## src/rtl/retire_monitor_if.sv

```systemverilog
// Writeback-observation and counter-readout bundle for retire_monitor.
// The master side drives writeback/control inputs; the slave side is the monitor.
interface retire_monitor_if;
   logic        valid_w;
   logic [31:0] inst_w;
   logic [31:0] pc_w;
   logic [4:0]  en_clt;
   logic [4:0]  rst_clt;
   logic [1:0]  rd_addr;
   logic [31:0] rd_data;
   logic        halted;
   logic [31:0] halt_pc;
   logic [1:0]  state;

   modport master (
      output valid_w, inst_w, pc_w, en_clt, rst_clt, rd_addr,
      input  rd_data, halted, halt_pc, state
   );

   modport slave (
      input  valid_w, inst_w, pc_w, en_clt, rst_clt, rd_addr,
      output rd_data, halted, halt_pc, state
   );
endinterface

```

## src/rtl/retire_monitor.sv

```systemverilog
// Pipeline retire monitor: saturating cycle/retire counters, halt capture, registered readout.
// Define RETIRE_MONITOR_STALL_CNT_EN to build in the stall and flush counters.
//
// state  | meaning
// IDLE   | out of reset, waiting for the first real instruction in writeback
// RUN    | counting; a retiring 32'h00000033 moves to HALTED
// HALTED | halt retired, counters frozen until rst_pc
module retire_monitor (
   input logic               clk,
   input logic               rst_pc,
   retire_monitor_if.slave   mon
);
   localparam logic [31:0] HALT_INST = 32'h0000_0033;
   localparam logic [31:0] CNT_MAX   = 32'hFFFF_FFFF;

   typedef enum logic [1:0] {
      IDLE   = 2'd0,
      RUN    = 2'd1,
      HALTED = 2'd2
   } state_t;

   state_t      state_q;
   logic [31:0] cycle_cnt;
   logic [31:0] retire_cnt;
   logic [31:0] rd_data_q;
   logic        halted_q;
   logic [31:0] halt_pc_q;

   function automatic logic [31:0] sat_inc(input logic [31:0] v);
      return (v == CNT_MAX) ? v : v + 32'd1;
   endfunction

`ifdef RETIRE_MONITOR_STALL_CNT_EN
   logic [31:0] stall_cnt;
   logic [31:0] flush_cnt;

   always_ff @(posedge clk) begin
      if (rst_pc) begin
         stall_cnt <= '0;
         flush_cnt <= '0;
      end else if (state_q == RUN) begin
         if (mon.en_clt != 5'b11111)
            stall_cnt <= sat_inc(stall_cnt);
         if (mon.rst_clt != 5'b00000)
            flush_cnt <= sat_inc(flush_cnt);
      end
   end
`else
   logic unused_stage_ctl;
   assign unused_stage_ctl = ^{mon.en_clt, mon.rst_clt};
`endif

   always_ff @(posedge clk) begin
      if (rst_pc) begin
         state_q    <= IDLE;
         cycle_cnt  <= '0;
         retire_cnt <= '0;
         rd_data_q  <= '0;
         halted_q   <= 1'b0;
         halt_pc_q  <= '0;
      end else begin
         // Readout samples counters before this edge's increments land.
         case (mon.rd_addr)
            2'd0:    rd_data_q <= cycle_cnt;
            2'd1:    rd_data_q <= retire_cnt;
`ifdef RETIRE_MONITOR_STALL_CNT_EN
            2'd2:    rd_data_q <= stall_cnt;
            default: rd_data_q <= flush_cnt;
`else
            default: rd_data_q <= '0;
`endif
         endcase

         case (state_q)
            IDLE: begin
               if (mon.valid_w) begin
                  state_q    <= RUN;
                  retire_cnt <= sat_inc(retire_cnt);
               end
            end
            RUN: begin
               cycle_cnt <= sat_inc(cycle_cnt);
               if (mon.valid_w) begin
                  retire_cnt <= sat_inc(retire_cnt);
                  if (mon.inst_w == HALT_INST) begin
                     state_q   <= HALTED;
                     halted_q  <= 1'b1;
                     halt_pc_q <= mon.pc_w;
                  end
               end
            end
            HALTED: ;
            default: state_q <= IDLE;
         endcase
      end
   end

   assign mon.rd_data = rd_data_q;
   assign mon.halted  = halted_q;
   assign mon.halt_pc = halt_pc_q;
   assign mon.state   = state_q;
endmodule
```

## src/flat_wrapper.sv

```systemverilog
// flat-port wrapper written by rule: the top's interface ports become plain ports
module retire_monitor_flat 
  (clk, rst_pc, mon_valid_w, mon_inst_w, mon_pc_w, mon_en_clt, mon_rst_clt, mon_rd_addr, mon_rd_data, mon_halted, mon_halt_pc, mon_state);
  retire_monitor_if mon_i ();
  input logic clk;
  input logic rst_pc;
  input wire logic [$bits(mon_i.valid_w)-1:0] mon_valid_w;
  input wire logic [$bits(mon_i.inst_w)-1:0] mon_inst_w;
  input wire logic [$bits(mon_i.pc_w)-1:0] mon_pc_w;
  input wire logic [$bits(mon_i.en_clt)-1:0] mon_en_clt;
  input wire logic [$bits(mon_i.rst_clt)-1:0] mon_rst_clt;
  input wire logic [$bits(mon_i.rd_addr)-1:0] mon_rd_addr;
  output wire logic [$bits(mon_i.rd_data)-1:0] mon_rd_data;
  output wire logic [$bits(mon_i.halted)-1:0] mon_halted;
  output wire logic [$bits(mon_i.halt_pc)-1:0] mon_halt_pc;
  output wire logic [$bits(mon_i.state)-1:0] mon_state;
  assign mon_i.valid_w = mon_valid_w;
  assign mon_i.inst_w = mon_inst_w;
  assign mon_i.pc_w = mon_pc_w;
  assign mon_i.en_clt = mon_en_clt;
  assign mon_i.rst_clt = mon_rst_clt;
  assign mon_i.rd_addr = mon_rd_addr;
  assign mon_rd_data = mon_i.rd_data;
  assign mon_halted = mon_i.halted;
  assign mon_halt_pc = mon_i.halt_pc;
  assign mon_state = mon_i.state;
  retire_monitor u_core (.clk(clk), .rst_pc(rst_pc), .mon(mon_i));
endmodule
```

## config.mk

```make
export PLATFORM = sky130hd
export DESIGN_NAME = retire_monitor_flat
export DESIGN_NICKNAME = d
export VERILOG_FILES = /design/src/rtl/retire_monitor_if.sv /design/src/rtl/retire_monitor.sv /design/src/flat_wrapper.sv
export SDC_FILE = /design/constraint.sdc
export NUM_CORES = 1
export LEC_CHECK = 0
export CAP_MARGIN = 20
export CORE_MARGIN = 1
export CORE_UTILIZATION = 49
export CTS_CLUSTER_SIZE = 20
export DETAILED_ROUTE_END_ITERATION = 10
export GPL_TIMING_DRIVEN = 1
export PLACE_DENSITY = 0.83
export SLEW_MARGIN = 20
export SYNTH_ARGS = -nofsm -noshare
export SYNTH_HDL_FRONTEND = slang
export SYNTH_SLANG_ARGS = --single-unit
```

## constraint.sdc

```tcl
create_clock -name clk -period 2.9 [get_ports clk]
set_input_delay 0.725 -clock clk [delete_from_list [all_inputs] [get_ports clk]]
set_output_delay 0.725 -clock clk [all_outputs]
set_load 0.005 [all_outputs]
```

# After elaboration in Yosys (flattened, before gate mapping)
# Index checks and enable logic that the tools add are counted.
[word_totals]
register_bits = 131
latch_bits = 0
ramBits = 0
romBits = 0
in_bits = 79
output_inout_bits = 67
word_cells = 32
n_memories = 0
[op_classes]
addsub = 2
mul = 0
div_mod_pow = 0
order_cmp = 0
n_eq_ne = 9
n_shift = 0
mux = 5
n_bitwise = 3
reduce_logical = 7
[ops]
columns = ["cell", "n"]
rows = [
  ["$add 32x1->32 const B", 2],
  ["$eq 32x32->1 const B", 2],
  ["$pmux 32 s2", 1],
  ["$eq 32x6->1 const B", 1],
  ["$mux 2", 3],
  ["$pmux 2 s3", 1],
  ["$reduce_and 3->1", 2],
  ["$eq 2x1->1 const B", 2],
  ["$logic_not 2->1", 2],
  ["$ne 2x2->1 const B", 2],
  ["$reduce_and 4->1", 1],
  ["$not 1->1", 3],
  ["$eq 2x2->1 const B", 1],
  ["$ne 2x1->1 const B", 1],
  ["$reduce_and 2->1", 1],
  ["$reduce_or 2->1", 1],
]

# Longest topological paths before layout
[depth]
word_depth = 4
mapped_depth = 8
depth_no_buf = 6

# Worst setup path before layout
# OpenSTA, ideal clock, no wires.
[synth_timing]
kind = "input port to flip-flop"
startpoint = "in mon_inst_w[29]"
endpoint = "reg u_core.halt_pc_q[10] (netlist: u_core.mon.halt_pc[10])"
setup_time_ps = 128
t_arrival_ps = 2228
t_required_ps = 2772
slack_ps = 544
stages = 7
n_path_buf = 2
path_cell_list = "nor4_1 > nand4_1 > nor4_1 > clkbuf_1 > buf_2 > mux2i_1 > nor2_1"
[synth_via]
elab_chain_len = 2
[synth_lines]
columns = ["element", "line", "rtl"]
rows = [
  ["start, declared", "flat_wrapper.sv:8", "input wire logic [$bits(mon_i.inst_w)-1:0] mon_inst_w;"],
  ["$eq 32x6->1", "retire_monitor.sv:85", "if (mon.inst_w == HALT_INST) begin"],
  ["$reduce_and 3->1 (no line)", "n/a", ""],
  ["end signal, assigned", "retire_monitor.sv:88", "halt_pc_q <= mon.pc_w;"],
  ["end, declared", "retire_monitor.sv:27", "logic [31:0] halt_pc_q;"],
]
# Every way passes these cells.
# A chain may end at the register's enable or synchronous reset.

# Worst setup path in the final report
[layout_timing]
startpoint = "reg u_core.retire_cnt[9]"
endpoint = "reg u_core.retire_cnt[0]"
[layout_via]
elab_chain_len = 3
[layout_lines]
columns = ["element", "line", "rtl"]
rows = [
  ["start, declared", "retire_monitor.sv:24", "logic [31:0] retire_cnt;"],
  ["start signal, assigned", "retire_monitor.sv:78", "retire_cnt <= sat_inc(retire_cnt);"],
  ["start signal, assigned", "retire_monitor.sv:84", "retire_cnt <= sat_inc(retire_cnt);"],
  ["$eq 32x32->1", "retire_monitor.sv:30", "return (v == CNT_MAX) ? v : v + 32'd1;"],
  ["$not 1->1 (no line)", "n/a", ""],
  ["$reduce_and 3->1 (no line)", "n/a", ""],
]
# Every way passes these cells.

==> results.toml <==
[clocking]
cts_max_path_buffers = 2
cts_buffers = 17
cts_tree = "done"
insertion_delay_ns = 0.42
htree_num_levels = 4
cts_setup_buffers = 0
root_buffer = "clkbuf_16"
clock-sinks = 131
clk_pin_slew_worst_paths_ns = 0.06
cts_resized = 0
cts_hold_buf = 0

[synthesis]
netlist.area_leader.share_pct = 45.87
synth_most_common_cell = "dfxtp_1"
ys_top_cells_by_count = "dfxtp_1 (131), nor2_1 (91), mux2i_1 (66)"
synth_area_sq_um = 5717
yosys.area.top_type = "dfxtp_1"
synth_edf_count = 0
synthArstFlopShare_pct = 0
syn_inst = 626
yosysSeqAreaShare_pct = 45.87
yosys_warnings = 0
syn-num-nets = 707
synth_seq_cells = 131
synth_area_leaders = "dfxtp_1 (46%), mux2i_1 (12%), nor2_1 (6.0%)"
syn_area_per_cell_sq_um = 9.132
ys.flop_type = "dfxtp_1"
synth_cell_types = 43

[sta]
fin_worst_skew_ns = 0.005714
hold_slack_ns = 0.4989
hold_viol = 0
fmax_ghz = 0.4044
min_period_ns = 2.473
fin_tns_setup_ns = 0
slew_headroom_pct = 53.45
setup_viol = 0
period_share_pct = 85.26
rsz0062_at_grt = "no"
slew_viol_final = 0
worstMarginPinSlew_ns = 0.6983

[status]
outcome = "completed"

[flow_run]
drv_cap = 0

[drt]
drtAntennaViolNets = 0
viasPerCell = 5.774
wl_um = 15120
drt-wirelength-per-cell_um = 16.52
num_vias = 5283
dr.pass1.iters = 5
drc = 0
dr.first_iter.drc_count = 250

[grt]
grt_pass1_vias = 5265
grt_max_degree = 72
antenna_found_initial = 0
grt_use_total_pct = 26.09
grt_overflow = 0
grt_pass1_wl_um = 24110

[floorplan]
initial_core_util_pct = 50.28
chipHeight_um = 110.0
die_area_sq_um = 12100
core_area_sq_um = 11370
die_w_um = 110.0
rows = 39
pin_count = 146

[final_layout]
fin_area_sq_um = 7790
final_layout_size_suffix_gt1_share_pct = 8.290
final_nets = 842
antenna_cells = 0
synthToLayoutAreaGrowth_pct = 36.27

[placed_design]
dp_hpwl_um = 10440
port_buffers = 135
postPlaceCellArea_sq_um = 7219
gp_congestion = 0.8177

[critical_path]
worstSetupPathType = "reg -> reg"
end_kind = "flop"
setup.worst_path.start_class = "flop"
rr_worst_depth = 5
crit_fanout = 10
worstPathArrival_ns = 2.78
required_ns = 3.21

[min_path]
hold_path_depth = 2
hold_path_class = "reg -> reg"

[power_and_ir_drop]
p_leak_uw = 0.002626
p_per_area_nw_per_um2 = 523.2
ir_drop_uv = 547.7
placed cells by master, fill, tap and decap left out, drive strengths merged, types with 6 or more instances in the layout:
master / count
clkdlybuf4s50: 133
dfxtp: 131
nor2: 91
mux2i: 66
a21oi: 48
nand3: 35
or3: 29
o21ai: 28
clkbuf: 25
or4: 20
o31ai: 20
nand2: 18
buf: 17
nor4: 15
nand4: 14
nor2b: 11
inv: 9
mux2: 7
and4: 6
flip-flops by register name (all words and copies together), names as in the netlist:
name,flops
u_core.mon.halted,1
u_core.mon.halt_pc,32
u_core.cycle_cnt,32
u_core.retire_cnt,32
u_core.mon.rd_data,32
u_core.mon.state,2
cell type report:
class	count	area, sq um
Clock inverter	5	75.07
Sequential cell	131	2623
Tap cell	143	178.9
Clock buffer	25	495.5
Inverter	9	33.78
Multi-Input combinational cell	452	2918
Fill cell	849	3580
Timing Repair Buffer	150	1466
cell families (layout without fill, tap and decap cells):
group / count (synthesis) / after routing / synth area share (%)
compound gates: 106 / 106 / 11.34
xor+xnor: 6 / 6 / 0.9192
fa+ha+maj: 2 / 2 / 0.4377
buf+inv: 43 / 189 / 3.195
flops: 131 / 131 / 45.87
mux: 73 / 73 / 12.93
simple gates: 265 / 265 / 25.30
per-layer routing:
metal  up-vias  track usage, %  wire (um)
met4         0           13.05        360
met2       191           44.15       7607
met1      2508           29.33       5914
met3        34           8.642       1233
li1       2550               -          -
met5         -               0          0
metrics by stage:
stage | cells | total power (uW) | worst slack [ns] | util, %
detailed placement | 885 | 2041 | 0.08596 | 63.50
CTS | 915 | 4100 | 0.4465 | 68.52
finish | 915 | 4075 | 0.4274 | 68.52
global placement | 885 | 2035 | 0.1690 | 63.50
floorplan | 626 | 1926 | 0.5445 | -
global route | 915 | 4202 | 0.2764 | 68.52
worst paths after layout:
path	start	endpoint	slack (ns)
worst min register to register	u_core.mon.halt_pc[26]	u_core.mon.halt_pc[26]	0.50
worst min-delay path	u_core.mon.halt_pc[26]	u_core.mon.halt_pc[26]	0.50
worst max register to register	u_core.retire_cnt[9]	u_core.retire_cnt[0]	0.43
worst max-delay path	u_core.retire_cnt[9]	u_core.retire_cnt[0]	0.43
worst max-delay path: stages, from the launching register on:
cell,delay (ns)
dfxtp_1,0.46
nand4_1,0.22
or3_1,0.58
nor4_4,0.64
nor2b_1,0.16
mux2_2,0.30
report_power, final:
part / switching [uW] / internal [uW]
Combinational: 75.7 / 111
Sequential: 7.88 / 1810
Clock: 731 / 1340
Total: 814 / 3260
Power figures use the tool's default switching activity.
